`src/rtl/ahfp_add_pipe_if.sv`:
```
// Handshake/data bundle for ahfp_add_pipe: request side (clk_en, start, n, dataa, datab)
// and completion side (result, done). The master drives requests, the slave returns results.
// Word width W = 1 + EXP_W + MAN_W.
interface ahfp_add_pipe_if #(
   parameter int EXP_W = 8,
   parameter int MAN_W = 23
);
   localparam int W = 1 + EXP_W + MAN_W;

   logic          clk_en;   // pipeline advance enable
   logic          start;    // operation request
   logic          n;        // 0: a+b, 1: a-b
   logic [W-1:0]  dataa;    // operand A
   logic [W-1:0]  datab;    // operand B
   logic [W-1:0]  result;   // registered result
   logic          done;     // completion pulse

   modport master (
      output clk_en, start, n, dataa, datab,
      input  result, done
   );

   modport slave (
      input  clk_en, start, n, dataa, datab,
      output result, done
   );
endinterface

```
`src/rtl/ahfp_add_pipe.sv`:
```
// Purpose: pipelined floating-point add/subtract (flush-to-zero, RNE, inf/NaN handling).
// Latency: 4 enabled cycles, one new operation accepted every enabled cycle.
// Backpressure: none beyond clk_en; clk_en low freezes every stage including done/result.
// Ports: clk, reset_n (async active-low); bus (slave modport) carries clk_en, start, n,
//        dataa, datab in and result, done out.
module ahfp_add_pipe #(
   parameter int EXP_W = 8,
   parameter int MAN_W = 23
) (
   input  logic            clk,
   input  logic            reset_n,
   ahfp_add_pipe_if.slave  bus
);
   localparam int W   = 1 + EXP_W + MAN_W;
   localparam int F   = MAN_W + 4;          // hidden, mantissa, guard, round, sticky
   localparam int S   = MAN_W + 5;          // sum with carry-out
   localparam int EW  = EXP_W + 2;          // signed exponent working width
   localparam int LZW = $clog2(F + 1);
   localparam logic [W-1:0]  QNAN  = {1'b0, {EXP_W{1'b1}}, 1'b1, {(MAN_W-1){1'b0}}};
   localparam logic [EW-1:0] E_INF = {2'b00, {EXP_W{1'b1}}};

   // ---------------- stage 1: unpack, classify, order by magnitude ----------------
   logic             sa, sb, a_zero, b_zero, a_nan, b_nan, a_inf, b_inf, a_ge_b;
   logic [EXP_W-1:0] ea, eb;
   logic [MAN_W:0]   ma, mb;

   logic             s1_spec_d;
   logic [W-1:0]     s1_spec_res_d;
   logic             s1_sx_d, s1_sy_d;
   logic [EXP_W-1:0] s1_ex_d, s1_d_d;
   logic [MAN_W:0]   s1_mx_d, s1_my_d;

   logic             s1_vld_q, s1_spec_q, s1_sx_q, s1_sy_q;
   logic [W-1:0]     s1_spec_res_q;
   logic [EXP_W-1:0] s1_ex_q, s1_d_q;
   logic [MAN_W:0]   s1_mx_q, s1_my_q;

   always_comb begin
      sa     = bus.dataa[W-1];
      sb     = bus.datab[W-1] ^ bus.n;     // subtract = add with B negated
      ea     = bus.dataa[W-2 -: EXP_W];
      eb     = bus.datab[W-2 -: EXP_W];
      a_zero = (ea == '0);
      b_zero = (eb == '0);
      a_nan  = (ea == '1) && (bus.dataa[MAN_W-1:0] != '0);
      b_nan  = (eb == '1) && (bus.datab[MAN_W-1:0] != '0);
      a_inf  = (ea == '1) && (bus.dataa[MAN_W-1:0] == '0);
      b_inf  = (eb == '1) && (bus.datab[MAN_W-1:0] == '0);
      // Denormals are flushed: a zero exponent forces the whole significand to zero.
      ma     = a_zero ? '0 : {1'b1, bus.dataa[MAN_W-1:0]};
      mb     = b_zero ? '0 : {1'b1, bus.datab[MAN_W-1:0]};
      a_ge_b = {ea, ma} >= {eb, mb};

      s1_spec_d     = 1'b1;
      s1_spec_res_d = '0;
      if (a_nan || b_nan)         s1_spec_res_d = QNAN;
      else if (a_inf && b_inf)    s1_spec_res_d = (sa == sb) ? {sa, {EXP_W{1'b1}}, {MAN_W{1'b0}}} : QNAN;
      else if (a_inf)             s1_spec_res_d = {sa, {EXP_W{1'b1}}, {MAN_W{1'b0}}};
      else if (b_inf)             s1_spec_res_d = {sb, {EXP_W{1'b1}}, {MAN_W{1'b0}}};
      else if (a_zero && b_zero)  s1_spec_res_d = {sa & sb, {(W-1){1'b0}}};
      else                        s1_spec_d     = 1'b0;

      s1_sx_d = a_ge_b ? sa : sb;
      s1_sy_d = a_ge_b ? sb : sa;
      s1_ex_d = a_ge_b ? ea : eb;
      s1_mx_d = a_ge_b ? ma : mb;
      s1_my_d = a_ge_b ? mb : ma;
      s1_d_d  = a_ge_b ? (ea - eb) : (eb - ea);
   end

   // ---------------- stage 2: align Y onto X's exponent ----------------
   logic [2*F-1:0]   y_wide;
   logic [F-1:0]     s2_my_d;

   logic             s2_vld_q, s2_spec_q, s2_sign_q, s2_sub_q;
   logic [W-1:0]     s2_spec_res_q;
   logic [EXP_W-1:0] s2_ex_q;
   logic [F-1:0]     s2_mx_q, s2_my_q;

   always_comb begin
      // Lower half catches every bit shifted out; it folds into sticky.
      y_wide = {s1_my_q, 3'b000, {F{1'b0}}} >> s1_d_q;
      if (32'(s1_d_q) >= 32'(MAN_W + 3))
         s2_my_d = {{(F-1){1'b0}}, |s1_my_q};
      else
         s2_my_d = {y_wide[2*F-1:F+1], y_wide[F] | (|y_wide[F-1:0])};
   end

   // ---------------- stage 3: add/subtract magnitudes, count leading zeros ----------------
   logic [S-1:0]     s3_sum_d;
   logic [LZW-1:0]   s3_lzc_d;
   logic             lz_found;

   logic             s3_vld_q, s3_spec_q, s3_sign_q;
   logic [W-1:0]     s3_spec_res_q;
   logic [EXP_W-1:0] s3_ex_q;
   logic [S-1:0]     s3_sum_q;
   logic [LZW-1:0]   s3_lzc_q;

   always_comb begin
      // X >= Y in magnitude, so the difference never goes negative.
      s3_sum_d = s2_sub_q ? ({1'b0, s2_mx_q} - {1'b0, s2_my_q})
                          : ({1'b0, s2_mx_q} + {1'b0, s2_my_q});
      s3_lzc_d = LZW'(F);
      lz_found = 1'b0;
      for (int i = F - 1; i >= 0; i--) begin
         if (!lz_found && s3_sum_d[i]) begin
            s3_lzc_d = LZW'(F - 1 - i);
            lz_found = 1'b1;
         end
      end
   end

   // ---------------- stage 4: normalise, round to nearest even, pack ----------------
   logic [F-1:0]     norm;
   logic [EW-1:0]    e_n, e_r;
   logic             rnd_up;
   logic [MAN_W+1:0] mant_r;
   logic [MAN_W-1:0] man_f;
   logic [W-1:0]     res_d;

   logic             done_q;
   logic [W-1:0]     result_q;

   always_comb begin
      if (s3_sum_q[S-1]) begin
         norm = {s3_sum_q[S-1:2], |s3_sum_q[1:0]};
         e_n  = {2'b00, s3_ex_q} + EW'(1);
      end else begin
         norm = s3_sum_q[F-1:0] << s3_lzc_q;
         e_n  = {2'b00, s3_ex_q} - EW'(s3_lzc_q);
      end
      rnd_up = norm[2] & (norm[1] | norm[0] | norm[3]);
      mant_r = {1'b0, norm[F-1:3]} + (MAN_W+2)'(rnd_up);
      e_r    = e_n;
      man_f  = mant_r[MAN_W-1:0];
      if (mant_r[MAN_W+1]) begin
         e_r   = e_n + EW'(1);
         man_f = mant_r[MAN_W:1];
      end

      if (s3_spec_q)                              res_d = s3_spec_res_q;
      else if (s3_sum_q == '0)                    res_d = '0;
      else if (e_r[EW-1] || (e_r == '0))          res_d = {s3_sign_q, {(W-1){1'b0}}};
      else if ($signed(e_r) >= $signed(E_INF))    res_d = {s3_sign_q, {EXP_W{1'b1}}, {MAN_W{1'b0}}};
      else                                        res_d = {s3_sign_q, e_r[EXP_W-1:0], man_f};
   end

   // ---------------- pipeline registers ----------------
   always_ff @(posedge clk or negedge reset_n) begin
      if (!reset_n) begin
         s1_vld_q <= 1'b0;  s1_spec_q <= 1'b0;  s1_spec_res_q <= '0;
         s1_sx_q  <= 1'b0;  s1_sy_q   <= 1'b0;  s1_ex_q <= '0;  s1_d_q <= '0;
         s1_mx_q  <= '0;    s1_my_q   <= '0;
         s2_vld_q <= 1'b0;  s2_spec_q <= 1'b0;  s2_spec_res_q <= '0;
         s2_sign_q <= 1'b0; s2_sub_q  <= 1'b0;  s2_ex_q <= '0;
         s2_mx_q  <= '0;    s2_my_q   <= '0;
         s3_vld_q <= 1'b0;  s3_spec_q <= 1'b0;  s3_spec_res_q <= '0;
         s3_sign_q <= 1'b0; s3_ex_q   <= '0;    s3_sum_q <= '0;  s3_lzc_q <= '0;
         done_q   <= 1'b0;  result_q  <= '0;
      end else if (bus.clk_en) begin
         s1_vld_q      <= bus.start;
         s1_spec_q     <= s1_spec_d;
         s1_spec_res_q <= s1_spec_res_d;
         s1_sx_q       <= s1_sx_d;
         s1_sy_q       <= s1_sy_d;
         s1_ex_q       <= s1_ex_d;
         s1_d_q        <= s1_d_d;
         s1_mx_q       <= s1_mx_d;
         s1_my_q       <= s1_my_d;

         s2_vld_q      <= s1_vld_q;
         s2_spec_q     <= s1_spec_q;
         s2_spec_res_q <= s1_spec_res_q;
         s2_sign_q     <= s1_sx_q;
         s2_sub_q      <= s1_sx_q ^ s1_sy_q;
         s2_ex_q       <= s1_ex_q;
         s2_mx_q       <= {s1_mx_q, 3'b000};
         s2_my_q       <= s2_my_d;

         s3_vld_q      <= s2_vld_q;
         s3_spec_q     <= s2_spec_q;
         s3_spec_res_q <= s2_spec_res_q;
         s3_sign_q     <= s2_sign_q;
         s3_ex_q       <= s2_ex_q;
         s3_sum_q      <= s3_sum_d;
         s3_lzc_q      <= s3_lzc_d;

         done_q        <= s3_vld_q;
         if (s3_vld_q) result_q <= res_d;
      end
   end

   assign bus.done   = done_q;
   assign bus.result = result_q;
endmodule
```
`src/flat_wrapper.sv`:
```
// flat-port wrapper written by rule: the top's interface ports become plain ports
module ahfp_add_pipe_flat 
#(
   parameter int EXP_W = 8,
   parameter int MAN_W = 23
)
  (clk, reset_n, bus_clk_en, bus_start, bus_n, bus_dataa, bus_datab, bus_result, bus_done);
  ahfp_add_pipe_if #(.EXP_W(EXP_W), .MAN_W(MAN_W)) bus_i ();
  input  logic clk;
  input  logic reset_n;
  input wire logic [$bits(bus_i.clk_en)-1:0] bus_clk_en;
  input wire logic [$bits(bus_i.start)-1:0] bus_start;
  input wire logic [$bits(bus_i.n)-1:0] bus_n;
  input wire logic [$bits(bus_i.dataa)-1:0] bus_dataa;
  input wire logic [$bits(bus_i.datab)-1:0] bus_datab;
  output wire logic [$bits(bus_i.result)-1:0] bus_result;
  output wire logic [$bits(bus_i.done)-1:0] bus_done;
  assign bus_i.clk_en = bus_clk_en;
  assign bus_i.start = bus_start;
  assign bus_i.n = bus_n;
  assign bus_i.dataa = bus_dataa;
  assign bus_i.datab = bus_datab;
  assign bus_result = bus_i.result;
  assign bus_done = bus_i.done;
  ahfp_add_pipe #(.EXP_W(EXP_W), .MAN_W(MAN_W)) u_core (.clk(clk), .reset_n(reset_n), .bus(bus_i));
endmodule
```
`config.mk`:
```
export PLATFORM = sky130hd
export DESIGN_NAME = ahfp_add_pipe_flat
export DESIGN_NICKNAME = d
export VERILOG_FILES = /design/src/rtl/ahfp_add_pipe_if.sv /design/src/rtl/ahfp_add_pipe.sv /design/src/flat_wrapper.sv
export SDC_FILE = /design/constraint.sdc
export NUM_CORES = 1
export LEC_CHECK = 0
export BUFFER_PORTS_ARGS = -buffer_cell sky130_fd_sc_hd__buf_2
export CAP_MARGIN = 20
export CORE_AREA = 5 5 182 360
export CTS_CLUSTER_DIAMETER = 200
export DETAILED_ROUTE_END_ITERATION = 6
export DIE_AREA = 0 0 187 365
export GPL_TIMING_DRIVEN = 0
export SLEW_MARGIN = 20
export SYNTH_ARGS = -nofsm -noshare
export SYNTH_HDL_FRONTEND = slang
export SYNTH_SLANG_ARGS = --single-unit
```
`constraint.sdc`:
```
create_clock -name clk -period 4.86 [get_ports clk]
set_input_delay 0.486 -clock clk [delete_from_list [all_inputs] [get_ports clk]]
set_output_delay 0.486 -clock clk [all_outputs]
set_load 0.05 [all_outputs]
```
==> results of run 1 <==
==> logic make-up (layout without fill, tap and decap cells) <==
kind of cell | Yosys count | after routing | share of synthesized area, %
AND/OR/NAND/NOR | 710 | 710 | 19.1
AO/OA/AOI/OAI | 606 | 606 | 21.8
buffers and inverters | 263 | 405 | 5.80
flip-flops | 217 | 217 | 29.4
multiplexers | 210 | 210 | 13.6
adder cells (fa/ha/maj) | 103 | 103 | 7.13
XOR/XNOR | 65 | 65 | 3.16
==> state kept, by name, summed over array words and instances, names as in the netlist, 8 cells and up <==
signal	cells
u_core.bus.result	32
u_core.s1_d_q	8
u_core.s1_ex_q	8
u_core.s1_mx_q	24
u_core.s1_my_q	24
u_core.s2_ex_q	8
u_core.s2_mx_q	24
u_core.s2_my_q	27
u_core.s3_ex_q	8
u_core.s3_sum_q	28
==> final cells by class <==
| type | count | area [sq um] | share of cell area, % |
|---|---|---|---|
| Buffer | 142 | 627 | 3.00 |
| Clock buffer | 30 | 684 | 3.27 |
| Clock inverter | 11 | 145 | 0.694 |
| Inverter | 118 | 443 | 2.12 |
| Multi-Input combinational cell | 1694 | 12000 | 57.4 |
| Sequential cell | 217 | 5430 | 26.0 |
| Tap cell | 792 | 991 | 4.74 |
| Timing Repair Buffer | 104 | 581 | 2.78 |
==> metrics by stage <==
| step | worst slack, ns | cells | hold WS, ns | setup TNS [ns] |
|---|---|---|---|---|
| floorplan | 0.856 | 2174 | 0.190 | 0 |
| global placement | -0.708 | 3067 | 0.463 | -158.73 |
| detailed placement | -0.401 | 3069 | 0.380 | -14.51 |
| CTS | 0.0395 | 3109 | 0.170 | 0 |
| global route | 0.00880 | 3108 | 0.174 | 0 |
| finish | 0.136 | 3108 | 0.187 | 0 |
==> power by group <==
part           switching [W]  internal [W]  total [W]  leakage (nW)
Combinational        0.00355       0.00213    0.00568          5.59
Clock               0.000796       0.00116    0.00195         0.401
Sequential          0.000455       0.00221    0.00266          2.59
==> path summary, 6_finish.rpt <==
check / end / slack, ns
setup / recovery: u_core.bus.result[9] / 0.14
hold / removal: u_core.s1_vld_q / 0.19
setup reg to reg: u_core.bus.result[9] / 0.14
hold reg to reg: u_core.s1_mx_q[0] / 0.48
max in group asynchronous: u_core.s3_ex_q[4] / 3.22
min in group asynchronous: u_core.s2_mx_q[17] / 0.42
==> repair_timing <==
action,in CTS,in global routing
endpoints found under the setup margin,31,38
hold endpoints to repair,34,0
resized for setup,3,11
hold buffers,1,0
==> metal layers <==
layer  vias up  track usage (%)
met3        90             2.15
met1      8527             25.4
met5         -                0
met2       628             31.0
li1       8232                -
met4         0             4.98
==> critical path, stage by stage, from the launching register on <==
cell and delay, ns:
dfrtp_1 0.37, buf_4 0.17, buf_4 0.20, buf_6 0.17
nor4b_1 0.64, a21o_1 0.23, o22a_1 0.13, o21ai_0 0.07
a211oi_1 0.72, and4_1 0.37, buf_2 0.19, nand4_1 0.12
xnor2_1 0.20, nand3_1 0.22, buf_2 0.26, nor3_1 0.36
a32o_1 0.22
==> layout by cell type, fill, tap and decap left out, drive strengths merged, types with 46 or more instances in the layout <==
master / n
a21oi: 199
and2: 46
buf: 141
clkbuf: 134
dfrtp: 217
ha: 99
inv: 117
mux2: 88
mux2i: 98
nand2: 117
nor2: 249
nor3: 59
o21ai: 97
==> flow_metrics.tcl, run 1 <==
set metrics [dict create \
    synth_edf_count 0 \
    grt_max_degree 94 \
    min_period_over_period_pct 97.2 \
    skew_ns 0.0246 \
    vias_per_cell 5.62 \
    arrival_ns 5.21 \
    synth.avg_cell_area_sq_um 8.50 \
    ys_seq_area_share_pct 29.4 \
    cp.required_ns 5.34 \
    synth_nets 2346 \
    r2r_start "u_core.s3_lzc_q[2]" \
    die_y_um 365 \
    p_leak_nw 8.59 \
    yosys.area.top_type "dfrtp_1" \
    cp_max_fo 10 \
    wl_met3_mm 3.92 \
    finalHoldViolCount 0 \
    maxSlewViolCount 0 \
    highest_layer "met4" \
    cts_buffer_depth 3 \
    fmax_mhz 212 \
    drtIter0Drc 1468 \
    drc 0 \
    clk_pin_slew_ns 0.06 \
    hold_depth 2 \
    worst_pin_slew_ns 0.882 \
    clock_latency_ns 0.55 \
    synth_common_cells "nor2_1, dfrtp_1, a21oi_1, nand2_1, inv_1" \
    outcome "complete, no violations" \
    setup_violations 0 \
    vias 17500 \
    place.port_buffers 101 \
    cts.repair_timing.setup_buffer_count 0 \
    wl_met1_mm 29.0 \
    holdCritStartpoint "bus_start" \
    ir_worst_vdd_v 0.000258 \
    synthFlopType "dfrtp_1" \
    row_count 130 \
    synth_area_sq_um 18500 \
    stdcell_area_sq_um 20900 \
    place_area_sq_um 20000 \
    first_global_vias 17100 \
    syn_to_final_growth_pct 13.1 \
    nets 2474 \
    synth_top_area_share_pct 29.4 \
    cap_violations 0 \
    start_util_pct 29.6 \
    cp-startpoint "u_core.s3_lzc_q[2]" \
    route.met2.wl_mm 31.0 \
    drive_gt1_share_pct 14.3 \
    async_flop_share_pct 100 \
    critPathCaptureType "flip-flop" \
    grt_usage_pct 18.5 \
    drt-wirelength-per-cell_um 21.1 \
    relSlewSlack_pct 40.7 \
    p_per_area_nw_per_um2 493 \
    drt_pass1_iterations 6 \
    ys_seq_elements 217 \
    total_power_w 0.0103 \
    cts.sinks 217 \
    numCtsBuffers 25 \
    coreArea_sq_um 62500 \
    grt_pass1_wl_mm 102 \
    syn_inst 2174 \
    period_minus_slack_ns 4.72 \
    worst-r2r-cell-count 16 \
    cts_tree "done" \
    crit_type "reg2reg" \
    hpwl_mm 52.4 \
    wl_mm 65.5 \
    clockRootBuffer "clkbuf_16" \
    antenna_found_initial 0 \
    setup.worst_path.start_class "flip-flop" \
    min_path_type "in2reg" \
    nFillCells 6624 \
    place.gp.congestion 0.962 \
    synth_area_leaders "dfrtp_1, ha_1, a21oi_1" \
    die_width_um 187 \
    post-synth-top-count-cell "nor2_1" \
    final_antenna_net_count 0 \
    die_area_sq_um 68300 \
    htree_levels 1 \
    ios 102 \
    yosys_warnings 0 \
    postLayoutCoreUtil_pct 33.5 \
    synthDistinctLibCells 95 \
    antenna_cells 0 \
    overflow 0 \
    rsz0062_at_grt "no" \
]
(Power assumes the default switching activity.)
==> run 2, diff against run 1 <==
--- a/config.mk
+++ b/config.mk
@@ -7,11 +7,12 @@
 export LEC_CHECK = 0
 export BUFFER_PORTS_ARGS = -buffer_cell sky130_fd_sc_hd__buf_2
 export CAP_MARGIN = 20
-export CORE_AREA = 5 5 182 360
+export CORE_AREA = 2 2 128 254
 export CTS_CLUSTER_DIAMETER = 200
 export DETAILED_ROUTE_END_ITERATION = 6
-export DIE_AREA = 0 0 187 365
+export DIE_AREA = 0 0 130 256
 export GPL_TIMING_DRIVEN = 0
+export PLACE_DENSITY = 0.77
 export SLEW_MARGIN = 20
 export SYNTH_ARGS = -nofsm -noshare
 export SYNTH_HDL_FRONTEND = slang
==> run 2 against run 1 <==
  * Synthesized area stayed put
  * Synthesized cell count stayed put
  * The flow now stops in global routing
==> flow_metrics.tcl, run 2 <==
set metrics [dict create \
    ys_seq_elements 217 \
    stop_stage "global routing" \
    die_y_um 256 \
    syn_inst 2174 \
    post-synth-top-count-cell "nor2_1" \
    ys_seq_area_share_pct 29.4 \
    cts_buffer_depth 3 \
    yosys_warnings 0 \
    numCtsBuffers 22 \
    start_util_pct 58.8 \
    hpwl_mm 64.5 \
    synthFlopType "dfrtp_1" \
    synth_area_sq_um 18500 \
    row_count 92 \
    grt_pass1_wl_mm 156 \
    first_global_vias 22100 \
    grt_max_degree 99 \
    place_area_sq_um 19600 \
    synth_nets 2346 \
    yosys.area.top_type "dfrtp_1" \
    place.port_buffers 101 \
    async_flop_share_pct 100 \
    synth_area_leaders "dfrtp_1, ha_1, a21oi_1" \
    clockRootBuffer "clkbuf_16" \
    synth_edf_count 0 \
    pre_cts_slack_ns -1.07 \
    run.stop_error "[ERROR GRT-0116] Global routing finished with congestion. Check the congestion regions in the DRC Viewer." \
    ios 102 \
    cts.sinks 217 \
    outcome "stopped before the end" \
    synth_top_area_share_pct 29.4 \
    synthDistinctLibCells 95 \
    overflow 248 \
    synth.avg_cell_area_sq_um 8.50 \
    htree_levels 1 \
    synth_common_cells "nor2_1, dfrtp_1, a21oi_1, nand2_1, inv_1" \
    grt_usage_pct 62.3 \
    die_width_um 130 \
    place.gp.congestion 1.12 \
]
-- run 2: cell counts after synthesis --
No cell type changed its count.
-- run 2: timing repair --
action / 4_1_cts
pin swaps: 1
setup endpoints to repair: 43
hold buffers: 1
gates cloned: 0
buffers inserted: 2
gates resized for setup: 18
hold endpoints to repair: 54
-- run 2: metrics by stage --
| step | hold WS, ns | utilization [%] | cells |
|---|---|---|---|
| detailed placement | 0.436 | 62.4 | 2701 |
| floorplan | 0.190 | - | 2174 |
| global placement | 0.463 | 62.1 | 2698 |
| CTS | 0.202 | 65.0 | 2741 |
-- run 2: routing by layer --
layer	overflow	GRT usage [%]
met5	4	7.89
met4	88	60.9
met3	5	38.9
met2	148	86.4
met1	3	60.5
-- run 2: logic make-up after synthesis --
kind of cell / count (synthesis) / share of synthesized area [%]
adder cells (fa/ha/maj): 103 / 7.13
AND/OR/NAND/NOR: 710 / 19.1
XOR/XNOR: 65 / 3.16
buffers and inverters: 263 / 5.80
AO/OA/AOI/OAI: 606 / 21.8
multiplexers: 210 / 13.6
flip-flops: 217 / 29.4
==> run 3, diff against run 2 <==
--- a/config.mk
+++ b/config.mk
@@ -7,12 +7,11 @@
 export LEC_CHECK = 0
 export BUFFER_PORTS_ARGS = -buffer_cell sky130_fd_sc_hd__buf_2
 export CAP_MARGIN = 20
-export CORE_AREA = 2 2 128 254
-export CTS_CLUSTER_DIAMETER = 200
+export CORE_AREA = 2 2 218 220
 export DETAILED_ROUTE_END_ITERATION = 6
-export DIE_AREA = 0 0 130 256
+export DIE_AREA = 0 0 220 222
 export GPL_TIMING_DRIVEN = 0
-export PLACE_DENSITY = 0.77
+export PLACE_DENSITY_LB_ADDON = 0.15
 export SLEW_MARGIN = 20
 export SYNTH_ARGS = -nofsm -noshare
 export SYNTH_HDL_FRONTEND = slang
==> run 3 against run 2 <==
  * The run now ends clean
==> flow_metrics.tcl, run 3 (synthesis gave the netlist of run 1 again) <==
set metrics [dict create \
    dp_cells 2885 \
    crit_type "reg2reg" \
    cap_violations 0 \
    p_per_area_nw_per_um2 503 \
    drive_gt1_share_pct 14.9 \
    drtIter0Drc 1502 \
    die_width_um 220 \
    drc 0 \
    critPathSlowestCell "a211oi_1" \
    postLayoutCoreUtil_pct 45.0 \
    min_path_type "in2reg" \
    ir_worst_vdd_v 0.000299 \
    antenna_found_initial 0 \
    fmax_mhz 211 \
    cts_buffer_depth 3 \
    worst-r2r-cell-count 15 \
    timing.hold.ws_ns 0.182 \
    skew_ns 0.0110 \
    clk_pin_slew_ns 0.06 \
    stdcell_count 2932 \
    arrival_ns 5.17 \
    row_count 79 \
    wl_mm 67.1 \
    drt_pass1_iterations 5 \
    p_leak_nw 8.65 \
    grt_usage_pct 27.4 \
    largest_reg_flops 32 \
    hold_depth 2 \
    final_common_cell "nor2_1" \
    grt_pass1_wl_mm 105 \
    layout_common_cells "nor2_1, dfrtp_1, a21oi_1, buf_2, nand2_1" \
    setup_violations 0 \
    rsz0062_at_grt "no" \
    grt_max_degree 98 \
    relSlewSlack_pct 39.1 \
    finalHoldViolCount 0 \
    overflow 0 \
    syn_to_final_growth_pct 12.5 \
    worst_pin_slew_ns 0.891 \
    cts.repair_timing.setup_buffer_count 0 \
    cpMostUsedCell "buf_4" \
    hpwl_mm 53.1 \
    first_global_vias 17500 \
    vias_per_cell 6.07 \
    antenna_cells 0 \
    die_y_um 222 \
    place.gp.congestion 0.976 \
    period_minus_slack_ns 4.74 \
    die_area_sq_um 48800 \
    setup.worst_path.start_class "flip-flop" \
    final_antenna_net_count 0 \
    crit_chain "buf_4 > buf_4 > buf_6 > nor4b_1 > a21o_1 > o22a_1 > o21ai_0 > a211oi_1 > and4_1 > buf_2 > nand4_1 > xnor2_2 > nand4b_1 > clkbuf_1 > a32o_1" \
    critPathCaptureType "flip-flop" \
    clock_latency_ns 0.55 \
    total_power_w 0.0105 \
    slowest_delay_ns 0.71 \
    nets 2478 \
    ios 102 \
    place.port_buffers 101 \
    drt-wirelength-per-cell_um 22.9 \
    outcome "complete, no violations" \
    coreArea_sq_um 46300 \
    cp_max_fo 10 \
    vias 17800 \
    clockRootBuffer "clkbuf_16" \
    htree_levels 1 \
    maxSlewViolCount 0 \
    numCtsBuffers 27 \
    cp.required_ns 5.29 \
    cts_tree "done" \
    cts.sinks 217 \
    nFillCells 4630 \
    start_util_pct 40.0 \
    min_period_over_period_pct 97.6 \
]
-- run 3: layout make-up --
class,count,area (sq um),share of cell area (%)
Buffer,143,634,3.05
Tap cell,607,759,3.65
Multi-Input combinational cell,1694,12000,57.9
Timing Repair Buffer,105,586,2.82
Clock inverter,12,119,0.572
Clock buffer,36,790,3.80
Inverter,118,443,2.13
Sequential cell,217,5430,26.1
-- run 3: metal layers --
metal	vias to the layer above	GRT usage [%]	part of all wire (%)	routed length [um]
li1	8237	-	-	-
met1	8754	37.7	45	29900
met2	687	45.4	47	31500
met3	119	2.39	5.5	3660
met4	0	8.25	3.1	2060
met5	-	0	0	0
-- run 3: power by group --
part,switching (W),internal [W]
combinational,0.00362,0.00214
clock,0.000819,0.00120
sequential,0.000485,0.00221
-- run 3: repair_timing --
action,CTS,global route
gates resized for setup,6,14
hold endpoints to repair,24,0
hold buffers,1,0
setup endpoints to repair,31,40
-- run 3: path summary, 6_finish.rpt --
kind                                    start               endpoint  slack, ns
max                        u_core.s3_lzc_q[2]  u_core.bus.result[16]       0.12
min                                 bus_start        u_core.s1_vld_q       0.18
max reg2reg                u_core.s3_lzc_q[2]  u_core.bus.result[16]       0.12
min reg2reg                 u_core.s2_ex_q[6]      u_core.s3_ex_q[6]       0.48
max in group asynchronous             reset_n  u_core.bus.result[10]       3.65
min in group asynchronous             reset_n    u_core.s3_sum_q[14]       0.41
-- run 3: metrics by stage --
| step | TNS, ns | instance area, sq um | setup slack, ns |
|---|---|---|---|
| global placement | -148.28 | 19800 | -0.635 |
| detailed placement | -18.29 | 19800 | -0.565 |
| global route | 0 | 20800 | 0.0127 |
| finish | 0 | 20800 | 0.119 |
| floorplan | 0 | 18500 | 0.856 |
| CTS | 0 | 20700 | 0.127 |
-- run 3: worst max-delay path: cells and delay by family (launching register included) --
kind | cells | cell delay [ns]
buffers and inverters | 5 | 1.05
XOR/XNOR | 1 | 0.23
AND/OR/NAND/NOR | 4 | 1.49
flip-flops | 1 | 0.36
AO/OA/AOI/OAI | 5 | 1.48
